### src/rtl/npc_ctrl.sv
// Multi-cycle fetch/execute sequencer for the NPC core: owns the PC, fetches over a
// req/ready handshake, decodes addi/add/ebreak and counts retired instructions.
//
//   state   | meaning
//   --------+-----------------------------------------------------------
//   S_IDLE  | one dead cycle out of reset
//   S_FETCH | imem_req high at pc, waiting for imem_ready (with timeout)
//   S_EXEC  | decode latched inst, drive reg_we/imm_sel, advance pc
//   S_HALT  | stopped until rst; sticky flags report why
module npc_ctrl #(
    parameter logic [31:0] RESET_PC      = 32'h80000000,
    parameter int          FETCH_TIMEOUT = 16
) (
    input  logic        clk,
    input  logic        rst,
    output logic        imem_req,
    output logic [31:0] imem_addr,
    input  logic        imem_ready,
    input  logic [31:0] imem_rdata,
    output logic [31:0] pc,
    output logic [31:0] inst,
    output logic        reg_we,
    output logic        imm_sel,
    output logic        retire,
    output logic [31:0] instret,
    output logic        halt,
    output logic        illegal,
    output logic        fetch_err
);

    localparam int            CW     = $clog2(FETCH_TIMEOUT + 1);
    localparam logic [CW-1:0] TO_CNT = CW'(FETCH_TIMEOUT);

    typedef enum logic [1:0] {
        S_IDLE  = 2'd0,
        S_FETCH = 2'd1,
        S_EXEC  = 2'd2,
        S_HALT  = 2'd3
    } state_t;

    state_t        r_state, w_state_nxt;
    logic [31:0]   r_pc, w_pc_nxt;
    logic [31:0]   r_inst, w_inst_nxt;
    logic [31:0]   r_instret, w_instret_nxt;
    logic [CW-1:0] r_tcnt, w_tcnt_nxt;
    logic          r_halt, w_halt_nxt;
    logic          r_illegal, w_illegal_nxt;
    logic          r_fetch_err, w_fetch_err_nxt;

    logic [CW-1:0] w_tcnt_inc;
    logic [6:0]    w_opcode;
    logic [2:0]    w_funct3;
    logic [6:0]    w_funct7;
    logic [4:0]    w_rd;
    logic          w_is_addi;
    logic          w_is_add;
    logic          w_is_ebreak;

    assign w_tcnt_inc  = r_tcnt + CW'(1);
    assign w_opcode    = r_inst[6:0];
    assign w_rd        = r_inst[11:7];
    assign w_funct3    = r_inst[14:12];
    assign w_funct7    = r_inst[31:25];
    assign w_is_addi   = (w_opcode == 7'b0010011) && (w_funct3 == 3'b000);
    assign w_is_add    = (w_opcode == 7'b0110011) && (w_funct3 == 3'b000) && (w_funct7 == 7'b0000000);
    assign w_is_ebreak = (r_inst == 32'h00100073);

    always_ff @(posedge clk) begin
        if (rst) begin
            r_state     <= S_IDLE;
            r_pc        <= RESET_PC;
            r_inst      <= 32'h0;
            r_instret   <= 32'h0;
            r_tcnt      <= '0;
            r_halt      <= 1'b0;
            r_illegal   <= 1'b0;
            r_fetch_err <= 1'b0;
        end else begin
            r_state     <= w_state_nxt;
            r_pc        <= w_pc_nxt;
            r_inst      <= w_inst_nxt;
            r_instret   <= w_instret_nxt;
            r_tcnt      <= w_tcnt_nxt;
            r_halt      <= w_halt_nxt;
            r_illegal   <= w_illegal_nxt;
            r_fetch_err <= w_fetch_err_nxt;
        end
    end

    always_comb begin
        w_state_nxt     = r_state;
        w_pc_nxt        = r_pc;
        w_inst_nxt      = r_inst;
        w_instret_nxt   = r_instret;
        w_tcnt_nxt      = r_tcnt;
        w_halt_nxt      = r_halt;
        w_illegal_nxt   = r_illegal;
        w_fetch_err_nxt = r_fetch_err;
        imem_req        = 1'b0;
        reg_we          = 1'b0;
        imm_sel         = 1'b1;
        retire          = 1'b0;

        case (r_state)
            S_IDLE: begin
                w_state_nxt = S_FETCH;
            end
            S_FETCH: begin
                imem_req = 1'b1;
                if (imem_ready) begin
                    w_inst_nxt  = imem_rdata;
                    w_tcnt_nxt  = '0;
                    w_state_nxt = S_EXEC;
                end else begin
                    w_tcnt_nxt = w_tcnt_inc;
                    if (w_tcnt_inc == TO_CNT) begin
                        w_state_nxt     = S_HALT;
                        w_halt_nxt      = 1'b1;
                        w_fetch_err_nxt = 1'b1;
                    end
                end
            end
            S_EXEC: begin
                if (w_is_addi || w_is_add) begin
                    imm_sel       = w_is_addi;
                    reg_we        = (w_rd != 5'd0);
                    retire        = 1'b1;
                    w_instret_nxt = r_instret + 32'd1;
                    w_pc_nxt      = r_pc + 32'd4;
                    w_state_nxt   = S_FETCH;
                end else if (w_is_ebreak) begin
                    // ebreak counts as retired but leaves pc pointing at itself
                    retire        = 1'b1;
                    w_instret_nxt = r_instret + 32'd1;
                    w_state_nxt   = S_HALT;
                    w_halt_nxt    = 1'b1;
                end else begin
                    w_state_nxt   = S_HALT;
                    w_halt_nxt    = 1'b1;
                    w_illegal_nxt = 1'b1;
                end
            end
            S_HALT: begin
                w_state_nxt = S_HALT;
            end
            default: begin
                w_state_nxt = S_IDLE;
            end
        endcase
    end

    assign imem_addr = r_pc;
    assign pc        = r_pc;
    assign inst      = r_inst;
    assign instret   = r_instret;
    assign halt      = r_halt;
    assign illegal   = r_illegal;
    assign fetch_err = r_fetch_err;

endmodule

### config.mk
export PLATFORM = sky130hd
export DESIGN_NAME = npc_ctrl
export DESIGN_NICKNAME = d
export VERILOG_FILES = /design/src/rtl/npc_ctrl.sv
export SDC_FILE = /design/constraint.sdc
export NUM_CORES = 1
export LEC_CHECK = 0
export BUFFER_PORTS_ARGS = -buffer_cell sky130_fd_sc_hd__buf_2
export CAP_MARGIN = 20
export CORE_MARGIN = 2
export CORE_UTILIZATION = 51
export DETAILED_ROUTE_END_ITERATION = 12
export GPL_TIMING_DRIVEN = 0
export PLACE_DENSITY = 0.76
export REMOVE_ABC_BUFFERS = 1
export SETUP_SLACK_MARGIN = 0.2
export SYNTH_ARGS = -nofsm -noshare
export SYNTH_HDL_FRONTEND = slang
export SYNTH_SLANG_ARGS = --single-unit
### constraint.sdc
create_clock -name clk -period 2.58 [get_ports clk]
set_input_delay 0.258 -clock clk [delete_from_list [all_inputs] [get_ports clk]]
set_output_delay 0.258 -clock clk [all_outputs]
set_load 0.005 [all_outputs]
==> flow_summary.toml <==
[global_route]
antenna_found_initial = 0
grt_pass1_vias = 4573
grt_max_degree = 77
overflow = 0
grt_usage_pct = 23.37
grt_pass1_wl_mm = 21.49

[yosys]
ys_ff_latch = 104
synth_edf_count = 0
ys_types = 50
async_flop_share_pct = 0
synth_area_sq_um = 5266
yosys_warnings = 0
ys_seq_area_share_pct = 39.53
synthCells = 648
dominantRegCellSynth = "dfxtp_1"
syn_area_per_cell_sq_um = 8.127

[route]
drc = 0
antenna_left = 0
first_pass_iters = 4
drt_iter0_markers = 176
routed-via-count = 5152
drt-total-wl_mm = 13.54
wl_per_cell_um = 14.61
via_per_inst = 5.558

[clock_tree]
cts_max_path_buffers = 2
clkTransAtPathRegs_ns = 0.09
cts_sinks = 104
h-tree-depth = 3
cts_tree = "built"
clk_latency_ns = 0.36
cts_buffers = 9
root_buffer = "clkbuf_8"

[timing]
fin_ws_ns = 0.2211
fin_setup_tns_ns = 0
fin_crit_sh_pct = 91.43
fin_skew_ns = 0.008898
min_period_ns = 2.359
rsz0062_at_grt = "true"
hold_viol_final = 0
slew_violations = 0
setup_viol = 0
tightestPinTransition_ns = 1.042
max_freq_mhz = 423.9
slew-limit-headroom_pct = 30.37

[final_layout]
layout_commonest_cell = "buf_2"
diodes = 0
fin_nets = 825
post-route-util_pct = 64.07
final_cell_mix = "buf_2, dfxtp_1, nand2_1, a21oi_1, nor2_1"
syn2layout_area_growth_pct = 23.90
drive_above_1_share_pct = 33.25

[pwr]
power_density_nw_per_um2 = 443.1
ir_worst_vdd_mv = 0.3064
p_leak_nw = 2.724

[floorplanning]
dieHeight_um = 105.6
ios = 170
fp.dieArea_sq_um = 11150
dieWidth_um = 105.6
coreArea_sq_um = 10180
initial_utilization_pct = 51.71
rows = 37

[placed_design]
dp_hpwl_mm = 8.991
io_buffers = 165
dp_slack_ns = -0.7985
routabilityCongestion = 0.8122

[worst_setup_path]
cp-end-kind = "flop"
start_kind = "flop"
cp_data_required_time_ns = 2.83
crit_type = "flop to flop"
crit_fanout = 8
critPathArrivalTime_ns = 2.61

[worst_hold_path]
min_path_type = "input pin to flop"

[run_status]
status = "completed"

[run]
maxCapViolCount = 0
layout make-up:
type / count / area [sq um]
Inverter: 11 / 41.29
Sequential cell: 104 / 2083
Clock inverter: 4 / 45.04
Timing Repair Buffer: 192 / 1079
Clock buffer: 11 / 141.4
Tap cell: 136 / 170.2
Fill cell: 881 / 3660
Multi-Input combinational cell: 469 / 2965
worst paths after layout:
| check | from | endpoint | slack [ns] | cells after the start |
|---|---|---|---|---|
| max | inst[29] | instret[13] | 0.22 | 6 |
| max reg2reg | inst[29] | instret[13] | 0.22 | 6 |
| min | imem_rdata[23] | inst[23] | 0.12 | 3 |
| min reg2reg | illegal | illegal | 0.48 | 2 |
layer usage:
layer,vias up,global-route usage [%],routed length [um]
met1,2442,29.57,6017
met3,18,3.649,676
li1,2521,-,-
met5,-,0,0
met2,171,40.18,6653
met4,0,8.647,194
kinds of logic after synthesis:
kind of cell               synth area share, %
xor gates and xnor gates                0.9979
and+or+nand+nor                          29.51
DFF                                      39.53
buffers and inverters                    8.220
muxes                                    6.581
adders and majority gates               0.7128
AOI/OAI and AO/OA                        14.37
other                                  0.07121
flip-flops by register name (all words and copies together), names as in the netlist:
name       count
r_state        2
imem_addr     30
halt           1
fetch_err      1
r_tcnt         5
instret       32
inst          32
illegal        1
worst max-delay path: stages, from the launching register on:
cell       delay, ns
dfxtp_2         0.33
or4_4           0.58
o21ai_4         0.21
buf_4           0.20
nand3_4         0.15
a2111oi_4       0.41
mux2_1          0.36
stage by stage:
stage | total power, mW | instance area (sq um) | hold slack (ns) | instances
finish | 2.891 | 6525 | 0.1206 | 927
global route | 3.012 | 6525 | 0.1039 | 927
CTS | 2.907 | 6362 | 0.1054 | 918
detailed placement | 1.903 | 5912 | 0.4568 | 884
global placement | 1.892 | 5882 | 0.4504 | 883
floorplan | 1.786 | 4886 | 0.3271 | 582
power by group:
part	internal, mW	switching [mW]	leakage [nW]
clock	0.466	0.531	0.0989
sequential	1.63	0.0282	0.842
combinational	0.0941	0.138	1.78
synthesized netlist by cell type (3+ instances only):
master	instances	area, sq um
dfxtp_1	104	2082
nand2_1	95	356.6
a21oi_1	83	415.4
nor2_1	52	195.2
buf_4	34	255.2
clkbuf_1	28	105.1
nor2b_1	28	175.2
mux2_2	25	281.5
nand4_1	25	156.4
nand3_1	19	95.09
o21ai_0	17	85.08
or3_1	16	100.1
and3_1	11	68.82
inv_1	11	41.29
o31ai_1	10	75.07
or4_1	9	67.56
a211oi_1	7	52.55
nor3_1	6	30.03
xor2_1	5	43.79
buf_2	4	20.02
mux2_1	4	45.04
nand3b_1	4	30.03
nor4_1	4	25.02
a2111oi_2	3	45.04
a21boi_0	3	22.52
a31oi_1	3	18.77
and4_1	3	26.28
buf_1	3	11.26
ha_1	3	37.54
nand2b_1	3	18.77
nand4bb_1	3	33.78
what timing repair did:
action / in CTS / in global routing
gates resized for setup: 18 / 14
hold endpoints to repair: 0 / 0
gates cloned: 1 / 1
buffers inserted: 18 / 7
setup endpoints to repair: 60 / 32
hold buffers: 0 / 0
pin swaps: 10 / 8
(Power assumes the default switching activity.)
